### config.mk
export PLATFORM = sky130hd
export DESIGN_NAME = arb_mux_n
export DESIGN_NICKNAME = d
export VERILOG_FILES = /design/src/rtl/arb_mux_n.sv
export SDC_FILE = /design/constraint.sdc
export NUM_CORES = 1
export LEC_CHECK = 0
export CAP_MARGIN = 5
export CELL_PAD_IN_SITES_DETAIL_PLACEMENT = 1
export CELL_PAD_IN_SITES_GLOBAL_PLACEMENT = 1
export CORE_MARGIN = 1
export CORE_UTILIZATION = 26
export DETAILED_ROUTE_END_ITERATION = 8
export PLACE_DENSITY_LB_ADDON = 0.1
export SLEW_MARGIN = 5
export SYNTH_ARGS = -nofsm -noshare
export SYNTH_HDL_FRONTEND = slang
export SYNTH_SLANG_ARGS = --single-unit
### constraint.sdc
create_clock -name clk -period 3.95 [get_ports clk]
set_clock_uncertainty 0.2 [all_clocks]
set_input_delay 0.79 -clock clk [delete_from_list [all_inputs] [get_ports clk]]
set_output_delay 0.79 -clock clk [all_outputs]
set_load 0.02 [all_outputs]
### src/rtl/arb_mux_n.sv
// N-input registered selector with valid/ready handshakes.
// One channel per cycle is chosen by explicit sel (MODE 0) or round-robin (MODE 1).
module arb_mux_n #(
  parameter int WIDTH  = 5,
  parameter int NUM_IN = 4,
  parameter int SEL_W  = 2,
  parameter int MODE   = 0
) (
  input  logic                    clk,
  input  logic                    rst_n,
  input  logic [NUM_IN*WIDTH-1:0] in_data,
  input  logic [NUM_IN-1:0]       in_valid,
  output logic [NUM_IN-1:0]       in_ready,
  input  logic [SEL_W-1:0]        sel,
  output logic [WIDTH-1:0]        out_data,
  output logic [SEL_W-1:0]        out_src,
  output logic                    out_valid,
  input  logic                    out_ready
);

  logic [WIDTH-1:0]      out_data_reg;
  logic [SEL_W-1:0]      out_src_reg;
  logic                  out_valid_reg;
  logic [SEL_W-1:0]      last_reg;

  logic                  load_en;
  logic [WIDTH-1:0]      ch_data [NUM_IN];
  logic [NUM_IN-1:0]     gnt_onehot;
  logic [SEL_W-1:0]      gnt;
  logic                  gnt_found;
  logic [SEL_W-1:0]      rr_gnt;
  logic                  rr_found;
  logic [NUM_IN-1:0]     rr_rot;
  logic [2*NUM_IN-1:0]   valid_dbl;
  logic                  sel_ok;
  logic                  xfer;
  logic [WIDTH-1:0]      gnt_data;
  int                    rr_sum;

  assign load_en   = !out_valid_reg || out_ready;
  assign sel_ok    = int'(sel) < NUM_IN;
  assign valid_dbl = {in_valid, in_valid};

  // Rotate so bit 0 is the channel right after the last winner, then pick the lowest set bit.
  always_comb begin
    rr_rot   = NUM_IN'(valid_dbl >> (int'(last_reg) + 1));
    rr_found = 1'b0;
    rr_gnt   = last_reg;
    rr_sum   = 0;
    for (int i = 0; i < NUM_IN; i++) begin
      if (!rr_found && rr_rot[i]) begin
        rr_found = 1'b1;
        rr_sum   = int'(last_reg) + 1 + i;
        if (rr_sum >= NUM_IN) rr_sum = rr_sum - NUM_IN;
        rr_gnt   = SEL_W'(rr_sum);
      end
    end
  end

  always_comb begin
    if (MODE == 0) begin
      gnt       = sel;
      gnt_found = sel_ok;
    end else begin
      gnt       = rr_gnt;
      gnt_found = rr_found;
    end
  end

  generate
    for (genvar gi = 0; gi < NUM_IN; gi++) begin : g_ch
      assign ch_data[gi]    = in_data[gi*WIDTH +: WIDTH];
      assign gnt_onehot[gi] = gnt_found && (gnt == SEL_W'(gi));
      assign in_ready[gi]   = rst_n && load_en && gnt_onehot[gi];
    end
  endgenerate

  always_comb begin
    gnt_data = '0;
    for (int i = 0; i < NUM_IN; i++) begin
      if (gnt_onehot[i]) gnt_data = ch_data[i];
    end
  end

  assign xfer = |(in_valid & in_ready);

  always_ff @(posedge clk) begin
    if (!rst_n) begin
      out_valid_reg <= 1'b0;
      out_data_reg  <= '0;
      out_src_reg   <= '0;
      last_reg      <= SEL_W'(NUM_IN - 1);
    end else begin
      if (load_en) begin
        if (xfer) begin
          out_valid_reg <= 1'b1;
          out_data_reg  <= gnt_data;
          out_src_reg   <= gnt;
        end else begin
          out_valid_reg <= 1'b0;
        end
      end
      // Pointer only advances on a real handshake so a stalled winner keeps its turn.
      if (MODE != 0 && xfer) last_reg <= gnt;
    end
  end

  assign out_data  = out_data_reg;
  assign out_src   = out_src_reg;
  assign out_valid = out_valid_reg;

endmodule

==> summary.log, run 1 <==
qor: worst_setup_path.critical_path.startpoint out_ready
qor: floorplanning.die-height 49.31 microns
qor: layout.final_net_count 122
qor: clock_network.clk-insertion-delay-late 260 ps
qor: timing.final.min_clock_period 3464 ps
qor: floorplanning.initial_cell_density_of_the_core 0.2849
qor: worst_setup_path.largest_stage_delay_worst_path 640 ps
qor: drt.vias_per_cell 4.881
qor: layout.layout.area.seq 160.2 sq um
qor: timing.report.final.slew_viol_count 0
qor: worst_setup_path.critical_path.reg2reg.endpoint out_data[0]
qor: synth.number_of_enable_flip_flop_cells_after_synthesis 0
qor: worst_setup_path.cpMaxStageDelayCell clkdlybuf4s50_1
qor: worst_setup_path.critical_path.endpoint_type output port
qor: placed_design.routability_congestion_estimate 0.6733
qor: timing.max_slew_margin 0.8527
qor: worst_hold_path.min-delay-start out_data[1]
qor: power_and_ir_drop.p_total 0.2515 mW
qor: clock_network.cts.sink_count 8
qor: worst_setup_path.crit_chain clkdlybuf4s50_1 -> nand2b_1 -> nand2_1 -> nor3b_1 -> clkdlybuf4s50_1
qor: worst_hold_path.holdCritPathClass reg2reg
qor: layout.area_delta_synth_final 76.77%
qor: drt.vias 576
qor: layout.insertedDiodeCount 0
qor: timing.period_share 0.8769
qor: global_route.track_usage 0.1434
qor: drt.initialDrtViolationCount 3
qor: drt.drt_wl_total 1.669 mm
qor: clock_network.tritoncts_clock_tree yes
qor: timing.slew_at_the_pin_with_the_worst_max_slew_slack 220.2 ps
qor: drt.drt_first_pass_iters 4
qor: synth.avg_inst_size_synth 11.87 sq um
qor: timing.maxClockFrequency 0.2887 GHz
qor: layout.multi_input_comb_area 385.4 sq um
qor: power_and_ir_drop.p_leak 0.3859 nW
qor: clock_network.post_cts_buffers 0
qor: timing.final-hold-violation-count 0
qor: synth.ys.warnings.count 0
qor: floorplanning.placementRows 16
qor: floorplanning.boundary_pin_count 41
qor: layout.final.fill_count 231
qor: worst_setup_path.path_depth 5
qor: layout.mostFrequentLayoutCell clkdlybuf4s50_1
qor: timing.final_setup_violation_count 0
qor: synth.mappedNetlistArea 581.8 sq um
qor: floorplanning.core_area 2042 sq um
qor: drt.route.detailed.wl_per_inst 14.14 microns
qor: worst_setup_path.setup.reg_to_reg.worst_slack 2630 ps
qor: placed_design.io_buffers 40
qor: synth.synth.yosys.seq_area_share 0.2753
qor: global_route.grt_max_degree 10
qor: clock_network.cts_inserted_buffers 3
qor: worst_setup_path.critical_path.max_fanout 6
qor: timing.finalSetupTns 0 ps
qor: worst_setup_path.timing.critical_path.buf_inv 2
qor: clock_network.cts_clk_pin_slew_worst_paths 60 ps
qor: drt.drt.antenna.violating_nets 0
qor: worst_setup_path.critPathMostFrequentCell clkdlybuf4s50_1
qor: power_and_ir_drop.peak_supply_drop 0.0001562 V
qor: drt.route.detailed.drc 0
qor: floorplanning.fp.dieW 49.31 microns
qor: worst_setup_path.critPathCapture in_ready[2]
qor: layout.layout_common_cells clkdlybuf4s50_1, dfxtp_1, mux2i_1, mux4_1, nor2b_1
qor: synth.synth.lib_cells_used.distinct 22
qor: layout.drive_above_1_share 0.1209
qor: power_and_ir_drop.power-per-cell-area 244.5 nW/um^2
qor: worst_setup_path.worstPathRequired 2960 ps
qor: floorplanning.fp.dieArea 2431 sq um
qor: worst_setup_path.worst_ep_arrival_time 2470 ps
qor: clock_network.h-tree-depth 1
qor: worst_setup_path.worst-setup-path-type in2out
qor: placed_design.dp_hpwl 1.351 mm
qor: timing.grt_setup_unrepaired false
qor: worst_setup_path.r2r_cells 4
qor: job.max_cap_viol_count 0
qor: worst_setup_path.cpLargestDelayFamily buffers and inverters
qor: synth.synth_cells 49
qor: clock_network.ctsRootBufferMaster clkbuf_4
qor: clock_network.max-clock-path-buffers 2
qor: synth.postSynth.asyncResetShare 0
qor: global_route.first_global_vias 586
qor: worst_setup_path.timing.critical_path.from_type primary input
qor: synth.mappedNetlistNets 78
qor: layout.number_of_flip_flops_in_the_largest_register 5
qor: synth.yosys_most_used_dff dfxtp_1
qor: global_route.antenna_violations_before_repair 0
qor: global_route.grt_pass1_wl 2.539 mm
qor: status.run_status complete, no violations
qor: synth.ys_ff_latch 8
qor: clock_network.cts-resized-gates 0
qor: clock_network.ctsHoldBuffers 0
qor: worst_setup_path.rr_startpoint out_valid
qor: global_route.grt_remaining_overflow 0
-- where the power goes --
| part | internal (mW) | total [mW] | switching (mW) |
|---|---|---|---|
| Sequential | 0.0867 | 0.0903 | 0.00355 |
| Combinational | 0.0603 | 0.0948 | 0.0345 |
| Clock | 0.0350 | 0.0664 | 0.0313 |
-- cells in the mapped netlist (2+ instances only) --
cell	n	area share
mux2i_1	7	0.12
dfxtp_1	8	0.28
nand2_1	3	0.019
mux4_1	5	0.23
nor3b_1	2	0.026
a21boi_0	2	0.026
nor2b_1	5	0.054
mux2_2	2	0.039
o21ai_0	2	0.017
-- per-layer routing --
layer / vias up / GRT usage / share of wire
met5: - / 0 / 0
met4: 0 / 0.03922 / 0.0048
met3: 3 / 0.06854 / 0.059
met2: 21 / 0.2420 / 0.52
met1: 277 / 0.1588 / 0.41
li1: 275 / - / -
-- worst min-delay path: cells and delay by family, from the launching register on --
kind	cells	cell delay [ps]
DFF	1	320
and+or+nand+nor	1	100
muxes	1	70
-- area by class of cell --
class	instances	area share
Inverter	1	0.003650
Multi-Input combinational cell	36	0.3747
Sequential cell	8	0.1557
Clock buffer	3	0.02190
Tap cell	27	0.03285
Timing Repair Buffer	43	0.4112
-- worst min-delay path by stage --
stage                  endpoint  cells past startpoint
global placement    out_data[2]                      2
detailed placement   out_src[1]                      2
finish              out_data[1]                      2
global route        out_data[2]                      2
floorplan            out_src[1]                      2
CTS                  out_src[1]                      2
-- per-stage QoR --
step                setup slack (ps)  cell area [sq um]  std cells  hold slack, ps    util
floorplan                       1319              581.8         49           364.1       -
global placement               549.5               1006        115           296.6  0.4926
detailed placement             457.7               1006        115           308.2  0.4926
CTS                            453.8               1028        118           327.8  0.5037
global route                   357.5               1028        118           343.8  0.5037
finish                         486.4               1028        118           320.9  0.5037
-- kinds of logic after synthesis --
family,count (synthesis),synth area share
simple gates,14,0.1527
buf+inv,5,0.06234
mux,15,0.4237
compound gates,7,0.08602
flops,8,0.2753
No activity file was read; power rests on OpenSTA's default activity.
==> inputs of run 2 (changes only) <==
Settings changed: CORE_MARGIN 1 to 5.
==> run 2 against run 1 <==
Net effect:
- core utilization down 2.9 points
- final cell count rose by 0.85%
- worst setup slack gained 17 ps
- maximum frequency up 0.50%
- count of clock-buffer cells in the layout is the same
- sequential share of layout area about the same
- global-route usage is 3.0 points lower
- non-clock buffer count is the same
- critical endpoint unchanged
- largest power group unchanged
==> summary.log, run 2 (synthesized netlist as in run 1, its figures left out) <==
qor: timing.final_setup_violation_count 0 [unchanged]
qor: power_and_ir_drop.p_total 0.2478 mW [was 0.2515 mW]
qor: global_route.grt_util_met3 0.05204 [was 0.06854]
qor: clock_network.cts_inserted_buffers 3 [unchanged]
qor: global_route.most_used_layer_global_route met2 [unchanged]
qor: layout.number_of_flip_flops_in_the_largest_register 5 [unchanged]
qor: drt.route.detailed.wl_per_inst 15.26 microns [was 14.14 microns]
qor: drt.drt.antenna.violating_nets 0 [unchanged]
qor: worst_setup_path.timing.critical_path.from_type primary input [unchanged]
qor: drt.route.detailed.drc 0 [unchanged]
qor: worst_hold_path.min_to out_src[1] [was out_data[1]]
qor: floorplanning.initial_cell_density_of_the_core 0.2682 [was 0.2849]
qor: timing.grt_setup_unrepaired false [unchanged]
qor: drt.drt_first_pass_iters 4 [unchanged]
qor: layout.final_net_count 122 [unchanged]
qor: job.max_cap_viol_count 0 [unchanged]
qor: placed_design.routability_congestion_estimate 0.8088 [was 0.6733]
qor: worst_setup_path.r2r_cells 4 [unchanged]
qor: worst_setup_path.worstPathRequired 2960 ps [about the same]
qor: worst_setup_path.worst_ep_arrival_time 2460 ps [was 2470 ps]
qor: global_route.global_route_track_usage_on_met2 0.1794 [was 0.2420]
qor: global_route.grt_pass1_wl 2.967 mm [was 2.539 mm]
qor: layout.post_layout_nonfiller_instances 119 [was 118]
qor: power_and_ir_drop.power_frac_clock 0.249 [was 0.264]
qor: layout.finish.instance_area 1030 sq um [was 1028 sq um]
qor: worst_setup_path.rr_startpoint out_valid [unchanged]
qor: timing.whs 315.5 ps [was 320.9 ps]
qor: clock_network.post_cts_buffers 0 [unchanged]
qor: clock_network.max-clock-path-buffers 2 [unchanged]
qor: power_and_ir_drop.power-per-cell-area 240.6 nW/um^2 [was 244.5 nW/um^2]
qor: power_and_ir_drop.comb_power_share 0.385 [was 0.377]
qor: layout.finish.utilization 0.4746 [was 0.5037]
qor: drt.vias_per_cell 4.798 [was 4.881]
qor: power_and_ir_drop.p_seq_frac 0.366 [was 0.359]
qor: floorplanning.fp.dieW 57.31 microns [was 49.31 microns]
qor: drt.vias 571 [was 576]
qor: worst_setup_path.critical_path.max_fanout 6 [unchanged]
qor: power_and_ir_drop.p_leak 0.3859 nW [unchanged]
qor: placed_design.placed_cells_incl_taps 116 [was 115]
qor: global_route.antenna_violations_before_repair 0 [unchanged]
qor: timing.slew_at_the_pin_with_the_worst_max_slew_slack 258.8 ps [was 220.2 ps]
qor: timing.maxClockFrequency 0.2901 GHz [was 0.2887 GHz]
qor: clock_network.ctsRootBufferMaster clkbuf_4 [unchanged]
qor: drt.drt_wl_total 1.816 mm [was 1.669 mm]
qor: timing.setup_slack 503.5 ps [was 486.4 ps]
qor: timing.finalSetupTns 0 ps [unchanged]
qor: timing.report.final.slew_viol_count 0 [unchanged]
qor: placed_design.dpl_cell_area 1007 sq um [was 1006 sq um]
qor: clock_network.h-tree-depth 1 [unchanged]
qor: drt.initialDrtViolationCount 2 [was 3]
qor: global_route.grt_max_degree 10 [unchanged]
qor: floorplanning.die-height 57.31 microns [was 49.31 microns]
qor: timing.period_share 0.8725 [was 0.8769]
qor: placed_design.io_buffers 40 [unchanged]
qor: global_route.first_global_vias 629 [was 586]
qor: status.run_status complete, no violations [unchanged]
qor: layout.layout_common_cells clkdlybuf4s50_1, dfxtp_1, mux2i_1, mux4_1, nor2b_1 [unchanged]
qor: layout.drive_above_1_share 0.1209 [unchanged]
qor: power_and_ir_drop.switchingPower 0.06607 mW [was 0.06944 mW]
qor: clock_network.cts-resized-gates 0 [unchanged]
qor: clock_network.cts_clk_pin_slew_worst_paths 50 ps [was 60 ps]
qor: floorplanning.core_area 2170 sq um [was 2042 sq um]
qor: power_and_ir_drop.peak_supply_drop 0.0001536 V [was 0.0001562 V]
qor: global_route.grt.met1_usage 0.1434 [was 0.1588]
qor: floorplanning.placementRows 17 [was 16]
qor: floorplanning.fp.dieArea 3284 sq um [was 2431 sq um]
qor: placed_design.dp_hpwl 1.526 mm [was 1.351 mm]
qor: timing.max_slew_margin 0.8269 [was 0.8527]
qor: clock_network.clk-insertion-delay-late 250 ps [was 260 ps]
qor: worst_setup_path.setup.reg_to_reg.worst_slack 2580 ps [was 2630 ps]
qor: clock_network.cts.sink_count 8 [unchanged]
qor: power_and_ir_drop.cell_internal_power 0.1817 mW [was 0.1820 mW]
qor: clock_network.ctsHoldBuffers 0 [unchanged]
qor: worst_setup_path.worst-setup-path-type in2out [unchanged]
qor: layout.final.fill_count 263 [was 231]
qor: global_route.grt_remaining_overflow 0 [unchanged]
qor: layout.mostFrequentLayoutCell clkdlybuf4s50_1 [unchanged]
qor: worst_setup_path.critical_path.reg2reg.endpoint out_data[3] [was out_data[0]]
qor: floorplanning.boundary_pin_count 41 [unchanged]
qor: layout.insertedDiodeCount 0 [unchanged]
qor: layout.area_delta_synth_final 76.99% [was 76.77%]
qor: clock_network.tritoncts_clock_tree yes [unchanged]
qor: global_route.track_usage 0.1138 [was 0.1434]
qor: worst_hold_path.min_path_cells 2 [unchanged]
qor: placed_design.detailedPlace.worstSlack 507.4 ps [was 457.7 ps]
qor: timing.final.min_clock_period 3447 ps [was 3464 ps]
qor: power_and_ir_drop.sw_frac_of_total 0.2666 [was 0.2762]
qor: timing.final-hold-violation-count 0 [unchanged]
qor: worst_setup_path.critical_path.endpoint_type output port [unchanged]
qor: worst_hold_path.holdCritPathClass reg2reg [unchanged]
qor: worst_hold_path.min-delay-start out_src[1] [was out_data[1]]
run 2: cell counts in the layout (fill, tap and decap cells not counted):
Identical to the previous run, type by type.
run 2: how the worst max path moves through the flow:
stage / startpoint / to / slack, ps / cells past startpoint
2_1_floorplan: sel[0] / in_ready[1] / 1320 / 2
3_3_place_gp: out_ready / in_ready[2] / 540 / 5
3_5_place_dp: out_ready / in_ready[2] / 510 / 5
4_1_cts: out_ready / in_ready[2] / 490 / 5
5_1_grt: out_ready / in_ready[2] / 400 / 5
6_report: out_ready / in_ready[2] / 500 / 5
run 2: critical path, stage by stage:
cell and delay (ps):
clkdlybuf4s50_1 440, nand2b_1 210, nand2_1 150, nor3b_1 220, clkdlybuf4s50_1 640
run 2: area by class of cell:
cell class / instances / area, sq um / share of cell area
Multi-Input combinational cell: 36 / 385.4 / 0.3742
Tap cell: 28 / 35.03 / 0.03402
Inverter: 1 / 3.754 / 0.003645
Clock buffer: 3 / 22.52 / 0.02187
Sequential cell: 8 / 160.2 / 0.1555
Timing Repair Buffer: 43 / 422.9 / 0.4107
run 2: metal layers:
layer / vias up / part of all wire
met4: 0 / 0.0088
met2: 21 / 0.48
met1: 273 / 0.44
met3: 2 / 0.074
li1: 275 / -
met5: - / 0
run 2: power groups by stage:
| stage | Clock (mW) | Combinational, mW | Sequential (mW) |
|---|---|---|---|
| 2_1_floorplan | 0 | 0.0388 | 0.0988 |
| 3_3_place_gp | 0 | 0.0947 | 0.0920 |
| 3_5_place_dp | 0 | 0.0965 | 0.0921 |
| 4_1_cts | 0.0664 | 0.0967 | 0.0906 |
| 5_1_grt | 0.0722 | 0.102 | 0.0912 |
| 6_report | 0.0618 | 0.0954 | 0.0906 |
==> inputs of run 3 (changes only) <==
Settings changed: CTS_CLUSTER_DIAMETER from default to 80, RECOVER_POWER from default to 25.
==> run 3 against run 2 <==
Net effect:
- die area stayed put
- sequential power hardly changed
- sequential cell count stayed put
- non-clock buffer count stayed put
- via count is 0.18% lower
- wire length is 0.11% lower
- final cell count stayed put
- critical endpoint unchanged
- largest cell class unchanged
- largest power group unchanged
==> summary.log, run 3 (synthesized netlist as in run 1, its figures left out) <==
qor: status.run_status complete, no violations [unchanged]
qor: timing.setup_slack 503.9 ps [was 503.5 ps]
qor: worst_setup_path.critical_path.reg2reg.endpoint out_data[3] [unchanged]
qor: worst_setup_path.r2r_cells 4 [unchanged]
qor: global_route.grt_pass1_wl 2.967 mm [unchanged]
qor: clock_network.post_cts_buffers 0 [unchanged]
qor: global_route.grt_remaining_overflow 0 [unchanged]
qor: drt.drt_wl_total 1.814 mm [was 1.816 mm]
qor: layout.final.fill_count 263 [unchanged]
qor: timing.period_share 0.8724 [was 0.8725]
qor: timing.final_setup_violation_count 0 [unchanged]
qor: power_and_ir_drop.peak_supply_drop 0.0001533 V [was 0.0001536 V]
qor: worst_hold_path.min-delay-start out_src[1] [unchanged]
qor: floorplanning.placementRows 17 [unchanged]
qor: clock_network.cts.sink_count 8 [unchanged]
qor: placed_design.io_buffers 40 [unchanged]
qor: clock_network.tritoncts_clock_tree yes [unchanged]
qor: placed_design.routability_congestion_estimate 0.8088 [unchanged]
qor: layout.post_layout_nonfiller_instances 119 [unchanged]
qor: worst_setup_path.timing.critical_path.buf_inv 2 [unchanged]
qor: power_and_ir_drop.p_total 0.2463 mW [was 0.2478 mW]
qor: worst_hold_path.min_path_cells 2 [unchanged]
qor: placed_design.placed_cells_incl_taps 116 [unchanged]
qor: worst_setup_path.cpLargestDelayFamily buffers and inverters [unchanged]
qor: placed_design.detailedPlace.worstSlack 507.4 ps [unchanged]
qor: worst_setup_path.crit_chain clkdlybuf4s50_1 -> nand2b_1 -> nand2_1 -> nor3b_1 -> clkdlybuf4s50_1 [unchanged]
qor: worst_setup_path.timing.critical_path.from_type primary input [unchanged]
qor: clock_network.cts_clk_pin_slew_worst_paths 50 ps [about the same]
qor: timing.finalSetupTns 0 ps [unchanged]
qor: timing.max_slew_margin 0.8269 [unchanged]
qor: worst_setup_path.cpMaxStageDelayCell clkdlybuf4s50_1 [unchanged]
qor: floorplanning.fp.dieW 57.31 microns [unchanged]
qor: clock_network.ctsHoldBuffers 0 [unchanged]
qor: timing.slew_at_the_pin_with_the_worst_max_slew_slack 258.8 ps [unchanged]
qor: drt.initialDrtViolationCount 2 [unchanged]
qor: drt.vias_per_cell 4.790 [was 4.798]
qor: worst_setup_path.worst_ep_arrival_time 2460 ps [about the same]
qor: timing.report.final.slew_viol_count 0 [unchanged]
qor: layout.insertedDiodeCount 0 [unchanged]
qor: floorplanning.die-height 57.31 microns [unchanged]
qor: worst_hold_path.holdCritPathClass reg2reg [unchanged]
qor: clock_network.h-tree-depth 1 [unchanged]
qor: drt.route.detailed.drc 0 [unchanged]
qor: layout.final_net_count 122 [unchanged]
qor: drt.vias 570 [was 571]
qor: clock_network.cts-resized-gates 0 [unchanged]
qor: floorplanning.core_area 2170 sq um [unchanged]
qor: layout.drive_above_1_share 0.1209 [unchanged]
qor: clock_network.max-clock-path-buffers 2 [unchanged]
qor: worst_setup_path.worstPathRequired 2960 ps [about the same]
qor: timing.final.min_clock_period 3446 ps [was 3447 ps]
qor: drt.drt.antenna.violating_nets 0 [unchanged]
qor: worst_setup_path.critical_path.endpoint_type output port [unchanged]
qor: layout.mostFrequentLayoutCell clkdlybuf4s50_1 [unchanged]
qor: worst_setup_path.rr_startpoint out_valid [unchanged]
qor: global_route.track_usage 0.1138 [unchanged]
qor: worst_setup_path.critPathMostFrequentCell clkdlybuf4s50_1 [unchanged]
qor: worst_setup_path.critical_path.max_fanout 6 [unchanged]
qor: clock_network.clk-insertion-delay-late 250 ps [about the same]
qor: worst_hold_path.min_to out_src[1] [unchanged]
qor: floorplanning.fp.dieArea 3284 sq um [unchanged]
qor: layout.number_of_flip_flops_in_the_largest_register 5 [unchanged]
qor: timing.maxClockFrequency 0.2902 GHz [was 0.2901 GHz]
qor: global_route.grt_max_degree 10 [unchanged]
qor: worst_setup_path.setup.reg_to_reg.worst_slack 2590 ps [was 2580 ps]
qor: timing.final-hold-violation-count 0 [unchanged]
qor: worst_setup_path.worst-setup-path-type in2out [unchanged]
qor: clock_network.ctsRootBufferMaster clkbuf_4 [unchanged]
qor: floorplanning.boundary_pin_count 41 [unchanged]
qor: global_route.first_global_vias 629 [unchanged]
qor: global_route.antenna_violations_before_repair 0 [unchanged]
qor: power_and_ir_drop.p_leak 0.3996 nW [was 0.3859 nW]
qor: layout.area_delta_synth_final 76.99% [unchanged]
qor: placed_design.dp_hpwl 1.526 mm [unchanged]
qor: drt.route.detailed.wl_per_inst 15.24 microns [was 15.26 microns]
qor: floorplanning.initial_cell_density_of_the_core 0.2682 [unchanged]
qor: job.max_cap_viol_count 0 [unchanged]
qor: worst_setup_path.largest_stage_delay_worst_path 640 ps [about the same]
qor: clock_network.cts_inserted_buffers 3 [unchanged]
qor: timing.grt_setup_unrepaired false [unchanged]
qor: drt.drt_first_pass_iters 4 [unchanged]
qor: layout.layout_common_cells clkdlybuf4s50_1, dfxtp_1, mux2i_1 [was clkdlybuf4s50_1, dfxtp_1, mux2i_1, mux4_1, nor2b_1]
qor: power_and_ir_drop.power-per-cell-area 239.2 nW/um^2 [was 240.6 nW/um^2]
## run 3: cell count changes in the layout (fill, tap and decap cells not counted)
cell / previous run / this run
dlygate4sd3_1: 0 / 5
clkdlybuf4s50_1: 40 / 35
## run 3: area by class of cell
type / count / area, sq um / area share
flip-flops and latches: 8 / 160.2 / 0.1555
repair buffers: 43 / 422.9 / 0.4107
well taps: 28 / 35.03 / 0.03402
inverters: 1 / 3.754 / 0.003645
multi-input cells: 36 / 385.4 / 0.3742
clock buffers: 3 / 22.52 / 0.02187
## run 3: metrics by stage
stage | instance area, sq um | hold slack, ps | util
6_report | 1030 | 315.5 | 0.4746
3_5_place_dp | 1007 | 305.3 | 0.4642
3_3_place_gp | 1007 | 296.9 | 0.4642
5_1_grt | 1030 | 336.7 | 0.4746
4_1_cts | 1030 | 318.8 | 0.4746
2_1_floorplan | 581.8 | 364.1 | -
## run 3: metal layers
metal	up-vias	global-route usage	part of all wire
met5	-	0	0
met4	0	0.02318	0.0088
met3	2	0.05204	0.074
met2	21	0.1794	0.48
met1	272	0.1434	0.44
li1	275	-	-
## run 3: worst max path at each step
stage / start / to / slack [ps] / depth (start not counted)
2_1_floorplan: sel[0] / in_ready[1] / 1320 / 2
3_3_place_gp: out_ready / in_ready[2] / 540 / 5
3_5_place_dp: out_ready / in_ready[2] / 510 / 5
4_1_cts: out_ready / in_ready[2] / 490 / 5
5_1_grt: out_ready / in_ready[2] / 400 / 5
6_report: out_ready / in_ready[2] / 500 / 5
## run 3: worst min-delay path, delay by kind of cell, from the launching register on
family	cells	cell delay, ps
flip-flops	1	330
AO/OA/AOI/OAI	2	140
## run 3: report_power, final
part           switching, mW  internal, mW  total (mW)
logic                 0.0352        0.0589      0.0941
clock network         0.0271        0.0347      0.0618
registers            0.00357        0.0868      0.0904
